===== config.mk =====
export PLATFORM = sky130hd
export DESIGN_NAME = fetch_ctrl_flat
export DESIGN_NICKNAME = d
export VERILOG_FILES = /design/src/rtl/fetch_ctrl_if.sv /design/src/rtl/fetch_ctrl.sv /design/src/flat_wrapper.sv
export SDC_FILE = /design/constraint.sdc
export NUM_CORES = 1
export LEC_CHECK = 0
export CAP_MARGIN = 20
export CORE_ASPECT_RATIO = 2
export CORE_MARGIN = 5
export CORE_UTILIZATION = 40
export CTS_CLUSTER_DIAMETER = 150
export DETAILED_ROUTE_END_ITERATION = 12
export PLACE_DENSITY = 0.77
export SLEW_MARGIN = 20
export SYNTH_ARGS = -nofsm -noshare
export SYNTH_HDL_FRONTEND = slang
export SYNTH_SLANG_ARGS = --single-unit
export TNS_END_PERCENT = 20

===== constraint.sdc =====
create_clock -name clk -period 2.3 [get_ports clk]
set_input_delay 0.46 -clock clk [delete_from_list [all_inputs] [get_ports clk]]
set_output_delay 0.46 -clock clk [all_outputs]
set_load 0.01 [all_outputs]

===== src/rtl/fetch_ctrl_if.sv =====
// ============================================================================
// fetch_ctrl_if : front-end sequencing bus between core control and fetch_ctrl
// Revision 1.0  : initial release
// ============================================================================
`default_nettype none

interface fetch_ctrl_if #(
   parameter int PC_WIDTH = 32
);
   logic                stall;
   logic                imem_ready;
   logic                halt_req;
   logic                resume;
   logic                trap_valid;
   logic                br_valid;
   logic [PC_WIDTH-1:0] br_target;
   logic                jmp_valid;
   logic [PC_WIDTH-1:0] jmp_target;
   logic                pc_en;
   logic                pc_override;
   logic [PC_WIDTH-1:0] pc_in;
   logic                flush;
   logic                fetch_valid;
   logic                halted;
   logic [1:0]          redirect_src;

   modport master (
      output stall, imem_ready, halt_req, resume,
      output trap_valid, br_valid, br_target, jmp_valid, jmp_target,
      input  pc_en, pc_override, pc_in, flush, fetch_valid, halted, redirect_src
   );

   modport slave (
      input  stall, imem_ready, halt_req, resume,
      input  trap_valid, br_valid, br_target, jmp_valid, jmp_target,
      output pc_en, pc_override, pc_in, flush, fetch_valid, halted, redirect_src
   );
endinterface

`default_nettype wire


===== src/rtl/fetch_ctrl.sv =====
// ============================================================================
// fetch_ctrl : PC sequencing controller (redirect priority, flush window, halt)
// Revision 1.0 : initial release
// ============================================================================
`default_nettype none

module fetch_ctrl #(
   parameter int          PC_WIDTH     = 32,
   parameter logic [31:0] TRAP_VECTOR  = 32'h0000_0100,
   parameter int          FLUSH_CYCLES = 2
) (
   input  wire           clk,
   input  wire           rst,
   fetch_ctrl_if.slave   bus
);

   localparam logic [PC_WIDTH-1:0] c_trap_pc    = PC_WIDTH'(TRAP_VECTOR);
   localparam logic [3:0]          c_flush_init = 4'(FLUSH_CYCLES);

   typedef enum logic [2:0] {
      S_BOOT  = 3'd0,
      S_RUN   = 3'd1,
      S_REDIR = 3'd2,
      S_FLUSH = 3'd3,
      S_HALT  = 3'd4
   } state_t;

   state_t              r_state, w_state_nxt;
   logic [3:0]          r_cnt, w_cnt_nxt;
   logic                r_pc_en, w_pc_en_nxt;
   logic                r_pc_override, w_pc_override_nxt;
   logic [PC_WIDTH-1:0] r_pc_in, w_pc_in_nxt;
   logic                r_flush, w_flush_nxt;
   logic                r_fetch_valid, w_fetch_valid_nxt;
   logic                r_halted, w_halted_nxt;
   logic [1:0]          r_src, w_src_nxt;

   logic                w_any_redir;
   logic                w_take;
   logic                w_go;

   assign w_any_redir = bus.trap_valid | bus.br_valid | bus.jmp_valid;
   assign w_go        = !bus.stall && bus.imem_ready;

   always_comb begin
      w_state_nxt       = r_state;
      w_cnt_nxt         = r_cnt;
      w_pc_in_nxt       = r_pc_in;
      w_src_nxt         = r_src;
      w_take            = 1'b0;
      w_pc_en_nxt       = 1'b0;
      w_pc_override_nxt = 1'b0;
      w_flush_nxt       = 1'b0;
      w_fetch_valid_nxt = 1'b0;
      w_halted_nxt      = 1'b0;

      case (r_state)
         S_BOOT: w_state_nxt = S_RUN;
         S_RUN: begin
            if (w_any_redir)       w_take      = 1'b1;
            else if (bus.halt_req) w_state_nxt = S_HALT;
            else                   w_state_nxt = S_RUN;
         end
         S_REDIR: begin
            if (w_any_redir) begin
               w_take = 1'b1;
            end else if (c_flush_init == 4'd0) begin
               w_state_nxt = S_RUN;
            end else begin
               w_state_nxt = S_FLUSH;
               w_cnt_nxt   = c_flush_init;
            end
         end
         S_FLUSH: begin
            if (w_any_redir) begin
               w_take = 1'b1;
            end else begin
               // Only fetches that were actually issued consume the window.
               if (r_pc_en && (r_cnt != 4'd0)) w_cnt_nxt = r_cnt - 4'd1;
               w_state_nxt = (w_cnt_nxt == 4'd0) ? S_RUN : S_FLUSH;
            end
         end
         S_HALT: begin
            if (bus.trap_valid)  w_take      = 1'b1;
            else if (bus.resume) w_state_nxt = S_RUN;
            else                 w_state_nxt = S_HALT;
         end
         default: w_state_nxt = S_BOOT;
      endcase

      if (w_take) begin
         w_state_nxt = S_REDIR;
         if (bus.trap_valid) begin
            w_pc_in_nxt = c_trap_pc;
            w_src_nxt   = 2'd3;
         end else if (bus.br_valid) begin
            w_pc_in_nxt = bus.br_target;
            w_src_nxt   = 2'd2;
         end else begin
            w_pc_in_nxt = bus.jmp_target;
            w_src_nxt   = 2'd1;
         end
      end

      case (w_state_nxt)
         S_RUN: begin
            w_pc_en_nxt       = w_go;
            w_fetch_valid_nxt = w_go;
         end
         S_REDIR: begin
            w_pc_en_nxt       = 1'b1;
            w_pc_override_nxt = 1'b1;
            w_flush_nxt       = 1'b1;
         end
         S_FLUSH: w_pc_en_nxt  = w_go;
         S_HALT:  w_halted_nxt = 1'b1;
         default: ;
      endcase
   end

   always_ff @(posedge clk or posedge rst) begin
      if (rst) begin
         r_state       <= S_BOOT;
         r_cnt         <= 4'd0;
         r_pc_en       <= 1'b0;
         r_pc_override <= 1'b0;
         r_pc_in       <= '0;
         r_flush       <= 1'b0;
         r_fetch_valid <= 1'b0;
         r_halted      <= 1'b0;
         r_src         <= 2'd0;
      end else begin
         r_state       <= w_state_nxt;
         r_cnt         <= w_cnt_nxt;
         r_pc_en       <= w_pc_en_nxt;
         r_pc_override <= w_pc_override_nxt;
         r_pc_in       <= w_pc_in_nxt;
         r_flush       <= w_flush_nxt;
         r_fetch_valid <= w_fetch_valid_nxt;
         r_halted      <= w_halted_nxt;
         r_src         <= w_src_nxt;
      end
   end

   assign bus.pc_en        = r_pc_en;
   assign bus.pc_override  = r_pc_override;
   assign bus.pc_in        = r_pc_in;
   assign bus.flush        = r_flush;
   assign bus.fetch_valid  = r_fetch_valid;
   assign bus.halted       = r_halted;
   assign bus.redirect_src = r_src;

endmodule

`default_nettype wire


===== src/flat_wrapper.sv =====
// flat-port wrapper written by rule: the top's interface ports become plain ports
module fetch_ctrl_flat 
#(
   parameter int          PC_WIDTH     = 32,
   parameter logic [31:0] TRAP_VECTOR  = 32'h0000_0100,
   parameter int          FLUSH_CYCLES = 2
)
  (clk, rst, bus_stall, bus_imem_ready, bus_halt_req, bus_resume, bus_trap_valid, bus_br_valid, bus_br_target, bus_jmp_valid, bus_jmp_target, bus_pc_en, bus_pc_override, bus_pc_in, bus_flush, bus_fetch_valid, bus_halted, bus_redirect_src);
  fetch_ctrl_if #(.PC_WIDTH(PC_WIDTH)) bus_i ();
  input  wire clk;
  input  wire rst;
  input wire logic [$bits(bus_i.stall)-1:0] bus_stall;
  input wire logic [$bits(bus_i.imem_ready)-1:0] bus_imem_ready;
  input wire logic [$bits(bus_i.halt_req)-1:0] bus_halt_req;
  input wire logic [$bits(bus_i.resume)-1:0] bus_resume;
  input wire logic [$bits(bus_i.trap_valid)-1:0] bus_trap_valid;
  input wire logic [$bits(bus_i.br_valid)-1:0] bus_br_valid;
  input wire logic [$bits(bus_i.br_target)-1:0] bus_br_target;
  input wire logic [$bits(bus_i.jmp_valid)-1:0] bus_jmp_valid;
  input wire logic [$bits(bus_i.jmp_target)-1:0] bus_jmp_target;
  output wire logic [$bits(bus_i.pc_en)-1:0] bus_pc_en;
  output wire logic [$bits(bus_i.pc_override)-1:0] bus_pc_override;
  output wire logic [$bits(bus_i.pc_in)-1:0] bus_pc_in;
  output wire logic [$bits(bus_i.flush)-1:0] bus_flush;
  output wire logic [$bits(bus_i.fetch_valid)-1:0] bus_fetch_valid;
  output wire logic [$bits(bus_i.halted)-1:0] bus_halted;
  output wire logic [$bits(bus_i.redirect_src)-1:0] bus_redirect_src;
  assign bus_i.stall = bus_stall;
  assign bus_i.imem_ready = bus_imem_ready;
  assign bus_i.halt_req = bus_halt_req;
  assign bus_i.resume = bus_resume;
  assign bus_i.trap_valid = bus_trap_valid;
  assign bus_i.br_valid = bus_br_valid;
  assign bus_i.br_target = bus_br_target;
  assign bus_i.jmp_valid = bus_jmp_valid;
  assign bus_i.jmp_target = bus_jmp_target;
  assign bus_pc_en = bus_i.pc_en;
  assign bus_pc_override = bus_i.pc_override;
  assign bus_pc_in = bus_i.pc_in;
  assign bus_flush = bus_i.flush;
  assign bus_fetch_valid = bus_i.fetch_valid;
  assign bus_halted = bus_i.halted;
  assign bus_redirect_src = bus_i.redirect_src;
  fetch_ctrl #(.PC_WIDTH(PC_WIDTH), .TRAP_VECTOR(TRAP_VECTOR), .FLUSH_CYCLES(FLUSH_CYCLES)) u_core (.clk(clk), .rst(rst), .bus(bus_i));
endmodule

# Yosys cells after proc, flatten, opt, wreduce, memory -nomap -nowiden
# Cells that the tools add are included.
[op_classes]
addsub = 1
eq_ne = 10
mux = 26
bitwise_logic = 2
n_reduce_logical = 10
[op_table]
columns = ["cell", "n"]
rows = [
  ["$mux W32", 2],
  ["$mux W3", 7],
  ["$mux W4", 5],
  ["$pmux W3 S5", 1],
  ["$eq A3 B2 Y1 const B", 4],
  ["$pmux W4 S2", 1],
  ["$eq A3 B1 Y1 const B", 2],
  ["$eq A3 B3 Y1 const B", 2],
  ["$mux W2", 3],
  ["$mux W1", 5],
  ["$logic_not A4 Y1", 1],
  ["$ne A2 B2 Y1 const B", 2],
  ["$pmux W1 S2", 2],
  ["$reduce_bool A4 Y1", 1],
  ["$sub A4 B1 Y4 const B", 1],
  ["$logic_not A3 Y1", 1],
  ["$reduce_and A3 Y1", 1],
  ["$reduce_or A3 Y1", 1],
  ["$logic_and A1 B1 Y1", 2],
  ["$or A1 B1 Y1", 2],
  ["$reduce_bool A2 Y1", 1],
  ["$reduce_or A2 Y1", 1],
  ["$logic_not A1 Y1", 1],
]
[word_totals]
register_bits = 45
inputBits = 73
out_inout_bits = 39
elab_cells = 57

# Depth between registers and ports, before layout
# Gate-level depths: netlist of run 1.
[depth]
depth_word = 13
mapped_depth = 6
ltp_nobuf = 6

# Least setup slack after synthesis of run 1
# Ideal clock, no wire load.
[synth_timing]
kind = "input port to flip-flop"
from = "input bus_br_valid"
to = "register u_core.r_pc_in[2] (netlist: u_core.bus.pc_in[2])"
setup_time_ns = 0.135
t_arrival_ns = 1.517
required_ns = 2.165
setup_slack_ns = 0.648
stages = 5
path_buffers = 2
cell_sequence = "buf_4 > or2_2 > a32oi_4 > buf_6 > o31ai_1"
[synth_between]
elab_chain_cells = 4
[synth_lines]
columns = ["item", "line_no", "source"]
rows = [
  ["from (decl)", "flat_wrapper.sv:17", "input wire logic [$bits(bus_i.br_valid)-1:0] bus_br_valid;"],
  ["$or A1 B1 Y1 (2 in series)", "fetch_ctrl.sv:42", "assign w_any_redir = bus.trap_valid | bus.br_valid | bus.jmp_valid;"],
  ["$mux W1", "fetch_ctrl.sv:60, fetch_ctrl.sv:65, fetch_ctrl.sv:75", ""],
  ["$pmux W1 S2", "fetch_ctrl.sv:57", "case (r_state)"],
  ["to (signal assigned)", "fetch_ctrl.sv:137", "r_pc_in <= w_pc_in_nxt;"],
  ["to (decl)", "fetch_ctrl.sv:32", "logic [PC_WIDTH-1:0] r_pc_in, w_pc_in_nxt;"],
]
# Several ways; a longest one is shown, not always the timed one.
# A chain may end at the register's enable or synchronous reset.

# Worst setup path after layout of run 1
[layout_timing]
from = "register u_core.r_cnt[0]"
to = "register u_core.r_fetch_valid (netlist: u_core.bus.fetch_valid)"
[layout_between]
elab_chain_cells = 12
[layout_lines]
columns = ["item", "line_no", "source"]
rows = [
  ["from (decl)", "fetch_ctrl.sv:29", "logic [3:0] r_cnt, w_cnt_nxt;"],
  ["from (signal assigned)", "fetch_ctrl.sv:134", "r_cnt <= w_cnt_nxt;"],
  ["parallel branches: the longest is 2 deep, another holds $sub A4 B1 Y4", "n/a", ""],
  ["$mux W4 *", "fetch_ctrl.sv:79", "if (r_pc_en && (r_cnt != 4'd0)) w_cnt_nxt = r_cnt - 4'd1;"],
  ["$mux W4 *", "fetch_ctrl.sv:75", "if (w_any_redir) begin"],
  ["$mux W4 *", "fetch_ctrl.sv:57", ""],
  ["$logic_not A4 Y1 *", "fetch_ctrl.sv:80", "w_state_nxt = (w_cnt_nxt == 4'd0) ? S_RUN : S_FLUSH;"],
  ["$mux W2 *", "fetch_ctrl.sv:80", ""],
  ["$mux W3 *", "fetch_ctrl.sv:75", ""],
  ["$pmux W3 S5 *", "fetch_ctrl.sv:57", ""],
  ["$mux W3 *", "fetch_ctrl.sv:91", "if (w_take) begin"],
  ["$eq A3 B1 Y1 *", "fetch_ctrl.sv:105", "case (w_state_nxt)"],
  ["$mux W1 *", "fetch_ctrl.sv:105", ""],
  ["net u_core.w_fetch_valid_nxt", "fetch_ctrl.sv:34", "logic r_fetch_valid, w_fetch_valid_nxt;"],
  ["to (signal assigned)", "fetch_ctrl.sv:139", "r_fetch_valid <= w_fetch_valid_nxt;"],
  ["to (decl)", "fetch_ctrl.sv:34", ""],
]
# Mark *: on every way through the listed nets, which the timed path passes. The select of a mux whose other input is x is not followed.

==> qor.csv, run 1 <==
metric,value,unit
dr.pass1.iters,4,
synth_top_family_by_area,compound AO/OA/AOI/OAI gates,
setup_slack,398,ps
clock-sinks,45,
maxSlewHeadroom,67.2,%
cap_violations,0,
synth_cell_types,42,
final_max_slew_viol_count,0,
first_iter_violations,110,
die_h,120,um
area_growth,51.0,%
grt_max_degree,45,
hpwlAfterDp,4.91,mm
grt_first_pass_wirelength,10.5,mm
arrival,2050,ps
ys_seq_area_share,46.6,%
port_buffers,111,
drive_above_1_share,7.53,%
die_w,64.9,um
ys_warn_count,0,
nFillCells,516,
worstMarginPinSlew,492,ps
ant_nets,0,
fin_crit_sh,82.7,%
clk_path_buf_depth,2,
end_kind,flip-flop,
synth-seq-cells,45,
clock-skew-final,2.75,ps
core,5960,um^2
synth_compound_area_share,17.8,%
clk_pin_slew,60,ps
rr_startpoint,u_core.r_cnt[0],
netlist_area,2410,um^2
hp-class,flip-flop to flip-flop,
synthesis.nets,301,
synth_mux_area_share,12.8,%
diodes,0,
finalSetupViolations,0,
rsz0062_at_grt,no,
fin_nets,405,
synth_top_area_share,46.6,%
numCtsBuffers,5,
synth_xor_area_share,0.363,%
drc,0,
synthCells,227,
htree_num_levels,2,
reg2reg_slack,400,ps
crit_fanout,6,
synth_area_leaders,"dfrtp_1 47%, mux2i_1 13%, o31ai_1 9.6%",
wl_per_cell,15.9,um
vias,2078,
synth.avg_cell_area,10.6,um^2
p_leak,1.53,nW
cts_resized,0,
ir_worst_vdd,0.477,mV
crit_required,2450,ps
hp-start,u_core.bus.pc_in[26],
synthSimpleGateAreaFrac,14.2,%
fmax,526,MHz
finish.utilization,61.2,%
status,completed,
antenna_found_initial,0,
hold_depth,2,
grt_pass1_vias,2239,
rr_endpoint,u_core.bus.fetch_valid,
initial_core_util,40.5,%
grtUsageTotal,17.2,%
insertion_delay,280,ps
power_density,607,nW/um^2
reg2reg_depth,6,
holdPathEnd,u_core.bus.pc_in[26],
avgViaCountPerCell,5.26,
cts_setup_buffers,0,
yosysTopAreaCell,dfrtp_1,
startpoint_type,flip-flop,
crit_type,flip-flop to flip-flop,
dieArea,7790,um^2
cts_tree,yes,
wl,6.29,mm
fin_crit,1900,ps
cts_root_buf,clkbuf_16,
globalRouteOverflowTotal,0,
dpl_cell_area,3510,um^2
fp-row-count,40,
design_area,3650,um^2
hold_buffers,0,
place_ws,97.5,ps
globalplace.congestion,0.756,
synthAdderAreaFrac,0.518,%
hold_viol_final,0,
fin_tns_setup,0,ps
io_pins,112,
synth_stat cells, drive strengths merged:
master,instances
and2b,1
nor3b,3
mux2i,31
a22o,2
a32oi,1
nand2b,2
a22oi,1
o41ai,1
inv,8
or2,2
and3,2
dfrtp,45
nand4b,1
nor3,4
clkbuf,6
or4b,1
ha,1
nand2,38
nor2,3
xnor2,1
a211oi,3
o31ai,31
o21ba,1
or3b,1
a31oi,1
and2,1
o221ai,1
a21oi,5
o21ai,8
buf,13
nor2b,4
or4,1
o41a,1
or3,2
sequential cells by signal (all words and copies together), names as in the netlist:
name and count:
u_core.bus.pc_override 1, u_core.bus.redirect_src 2, u_core.bus.pc_en 1, u_core.bus.fetch_valid 1
u_core.bus.pc_in 32, u_core.r_cnt 4, u_core.r_state 3, u_core.bus.halted 1
cell families after synthesis:
group                      after synthesis
xor gates and xnor gates                 1
buffers and inverters                   27
and+or+nand+nor                         66
adders and majority gates                1
muxes                                   31
AOI/OAI and AO/OA                       56
DFF                                     45
per-layer routing:
metal  global-route usage, %  vias up  part of all wire [%]
li1                        -     1024                     -
met4                    8.08        0                   2.0
met1                    16.2      984                    34
met3                    3.09       10                   4.9
met2                    33.7       60                    59
met5                       0        -                     0
cells in the final DEF, fill, tap and decap left out, drive strengths merged, types with 3 or more instances in the layout:
cell and instances:
clkdlybuf4s50 110, dfrtp 45, nand2 38, mux2i 31
o31ai 31, inv 8, o21ai 8, clkbuf 6
buf 6, a21oi 5, nor2b 4, nor3 4
a211oi 3, nor2 3, nor3b 3
final cells by class:
cell class	instances	area (um^2)	share of cell area [%]
Clock inverter	2	10.0	0.275
Clock buffer	6	129	3.53
Timing Repair Buffer	116	1170	32.1
Multi-Input combinational cell	155	1100	30.3
Sequential cell	45	1130	30.9
Inverter	8	30.0	0.824
Tap cell	63	78.8	2.16
where the power goes:
group / switching, mW / internal [mW]
clock network: 0.282 / 0.399
logic: 0.250 / 0.344
registers: 0.0668 / 0.874
total: 0.598 / 1.62
per-stage QoR:
step / std cells / hold slack (ps) / power (mW)
after floorplan: 227 / 511 / 1.25
after global placement: 387 / 459 / 1.54
after detailed placement: 387 / 468 / 1.56
after CTS: 395 / 481 / 2.24
after global routing: 395 / 498 / 2.33
final: 395 / 476 / 2.21
worst max path at each step:
stage | start | to | slack, ps | cells past startpoint
final | u_core.r_cnt[0] | u_core.bus.fetch_valid | 400 | 6
after global routing | u_core.r_cnt[0] | u_core.bus.fetch_valid | 230 | 6
after detailed placement | bus_trap_valid | u_core.bus.pc_in[13] | 100 | 5
after CTS | bus_trap_valid | u_core.bus.pc_in[5] | 410 | 5
after floorplan | bus_br_valid | u_core.bus.pc_in[2] | 650 | 5
after global placement | bus_trap_valid | u_core.bus.redirect_src[0] | 160 | 6
critical path: stages, from the launching register on:
cell	delay (ps)
dfrtp_1	410
inv_1	90
ha_1	260
or3b_1	420
and3_1	200
o221ai_1	280
a21oi_1	110
No activity file was read; power rests on OpenSTA's default activity.
==> inputs of run 2 (changes only) <==
--- a/config.mk
+++ b/config.mk
@@ -8,10 +8,10 @@
 export CAP_MARGIN = 20
 export CORE_ASPECT_RATIO = 2
 export CORE_MARGIN = 5
-export CORE_UTILIZATION = 40
+export CORE_UTILIZATION = 37
 export CTS_CLUSTER_DIAMETER = 150
 export DETAILED_ROUTE_END_ITERATION = 12
-export PLACE_DENSITY = 0.77
+export PLACE_DENSITY = 0.75
 export SLEW_MARGIN = 20
 export SYNTH_ARGS = -nofsm -noshare
 export SYNTH_HDL_FRONTEND = slang
==> constraint.sdc (replaced) <==
create_clock -name clk -period 1.7 [get_ports clk]
set_input_delay 0.34 -clock clk [delete_from_list [all_inputs] [get_ports clk]]
set_output_delay 0.34 -clock clk [all_outputs]
set_load 0.01 [all_outputs]
==> run 2 against run 1 <==
Wire length up 9.6%. Clock power is 63% higher. Setup slack worse by 370 ps. Global-route usage down 0.86 points. Hold slack got worse by 72 ps. Final cell count grew 8.9%. Core utilization decreased by 0.16 points.
==> qor.csv, run 2 (synthesis results as in run 1) <==
metric,value,unit,change
vias,2172,,+4.5%
fin_crit,1680,ps,-226 ps
die_h,124,um,+3.6%
p_leak,1.62,nW,+6.1%
wl_per_cell,16.0,um,+0.68%
hold_viol_final,0,,unchanged
fin_crit_sh,98.6,%,+16 points
arrival,1830,ps,-220 ps
setup_slack,23.9,ps,-374 ps
crit_required,1850,ps,-600 ps
dr.pass1.iters,4,,unchanged
diodes,0,,unchanged
clk_path_buf_depth,2,,unchanged
numCtsBuffers,5,,unchanged
final_max_slew_viol_count,0,,unchanged
insertion_delay,280,ps,about the same
cts_setup_buffers,0,,unchanged
hp-class,input port to asynchronous set/reset pin,,
die_w,67.1,um,+3.4%
grtUsageTotal,16.3,%,-0.86 points
core,6360,um^2,+6.8%
finalSetupViolations,0,,unchanged
drc,0,,unchanged
dp.cells,421,,+8.8%
clock-skew-final,2.41,ps,-0.339 ps
cpPeakStageDelay,400,ps,-20 ps
layout_common_cells,"110 x clkdlybuf4s50_1, 45 x dfrtp_1, 38 x nand2_1",,
mostFrequentLayoutCell,clkdlybuf4s50_1,,
switching_power,0.893,mW,+49%
io_pins,112,,unchanged
crit_buf_inv,1,,unchanged
crit_type,flip-flop to flip-flop,,
swShare,26.5,%,-0.57 points
end_kind,flip-flop,,
place_ws,-215,ps,-312 ps
whs,404,ps,-71.6 ps
hold_buffers,0,,unchanged
nFillCells,560,,+8.5%
initial_core_util,38.0,%,-2.6 points
clock-sinks,45,,unchanged
power_density,869,nW/um^2,+43%
crit_fanout,3,,-3
ir_worst_vdd,0.567,mV,+19%
port_buffers,111,,unchanged
critical_path.slowest_cell,dfrtp_1,,
wl,6.90,mm,+9.6%
status,completed,,
grt_first_pass_wirelength,10.4,mm,-0.47%
htree_num_levels,2,,unchanged
fin_nets,417,,+3.0%
crit_chain,"inv_2, ha_4, or3b_4, and3_4, o221ai_4, a21oi_2",,
dieArea,8340,um^2,+7.1%
drive_above_1_share,14.2,%,+6.7 points
globalRouteOverflowTotal,0,,unchanged
cts_tree,yes,,
hpwlAfterDp,4.97,mm,+1.3%
maxSlewHeadroom,69.5,%,+2.4 points
grt_max_degree,55,,+22%
grt_pass1_vias,2238,,-0.045%
fmax,597,MHz,+13%
ant_nets,0,,unchanged
rsz0062_at_grt,yes,,
cts_root_buf,clkbuf_16,,
antenna_found_initial,0,,unchanged
clkPwrFrac,32.9,%,+2.2 points
path_delay_family,simple AND/OR/NAND/NOR gates,,
globalplace.congestion,0.860,,+14%
stdcell_count,430,,+8.9%
cap_violations,0,,unchanged
largest_reg_flops,32,,unchanged
area_growth,60.8,%,
worstMarginPinSlew,457,ps,-35.6 ps
share_seq_of_total_power,37.4,%,-5.1 points
clk_pin_slew,60,ps,about the same
fin_tns_setup,0,ps,unchanged
finish.utilization,61.1,%,-0.16 points
startpoint_type,flip-flop,,
first_iter_violations,67,,-39%
intPower,2.48,mW,+54%
p_comb_share,29.7,%,+2.9 points
avgViaCountPerCell,5.05,,-4.0%
fp-row-count,41,,+2.5%
run 2: cell count changes in the layout (fill, tap and decap cells not counted), sizes merged:
cell    before  now
buf          6   17
bufinv       0    1
clkinv       2    0
clkbuf       6    8
run 2: per-stage QoR:
stage | power (mW) | area, um^2
after floorplan | 1.69 | 2410
after global placement | 2.13 | 3610
after detailed placement | 2.16 | 3610
after CTS | 3.30 | 3790
after global routing | 3.54 | 3880
final | 3.37 | 3880
run 2: final cells by class:
class	instances	area [um^2]	share of cell area, %
Sequential cell	45	1130	29.0
Multi-Input combinational cell	155	1170	30.2
Tap cell	86	108	2.77
Inverter	8	30.0	0.773
Clock inverter	1	30.0	0.773
Clock buffer	7	143	3.67
Timing Repair Buffer	128	1270	32.8
run 2: timing repair:
action	CTS	global route
resized for setup	2	17
pin swaps	0	6
gates cloned	0	1
endpoints found under the setup margin	1	30
run 2: worst register-to-register path, cell delays in order, from the launching register on:
cell and delay (ps):
dfrtp_1 400, inv_2 100, ha_4 160, or3b_4 400
and3_4 210, o221ai_4 210, a21oi_2 90
run 2: worst paths after layout:
kind / from / endpoint / slack, ps / cells after the start
worst max-delay path: u_core.r_cnt[1] / u_core.bus.fetch_valid / 20 / 6
worst min-delay path: rst / u_core.bus.pc_in[16] / 400 / 3
worst max register to register: u_core.r_cnt[1] / u_core.bus.fetch_valid / 20 / 6
worst min register to register: u_core.bus.pc_in[4] / u_core.bus.pc_in[4] / 470 / 2
max in group asynchronous: rst / u_core.bus.pc_in[14] / 1000 / 3
min in group clk: u_core.bus.pc_in[4] / u_core.bus.pc_in[4] / 470 / 2
run 2: metal layers:
metal	wire, um	track usage [%]
met5	0	0
met1	2300	15.3
met2	3990	31.1
met4	261	8.49
met3	344	2.89
run 2: power by group through the flow:
stage | registers (mW) | logic, mW | clock network (mW)
final | 1.26 | 1.00 | 1.11
after global routing | 1.28 | 1.08 | 1.19
after CTS | 1.25 | 0.905 | 1.14
after detailed placement | 1.27 | 0.885 | 0
after global placement | 1.27 | 0.865 | 0
after floorplan | 1.31 | 0.385 | 0
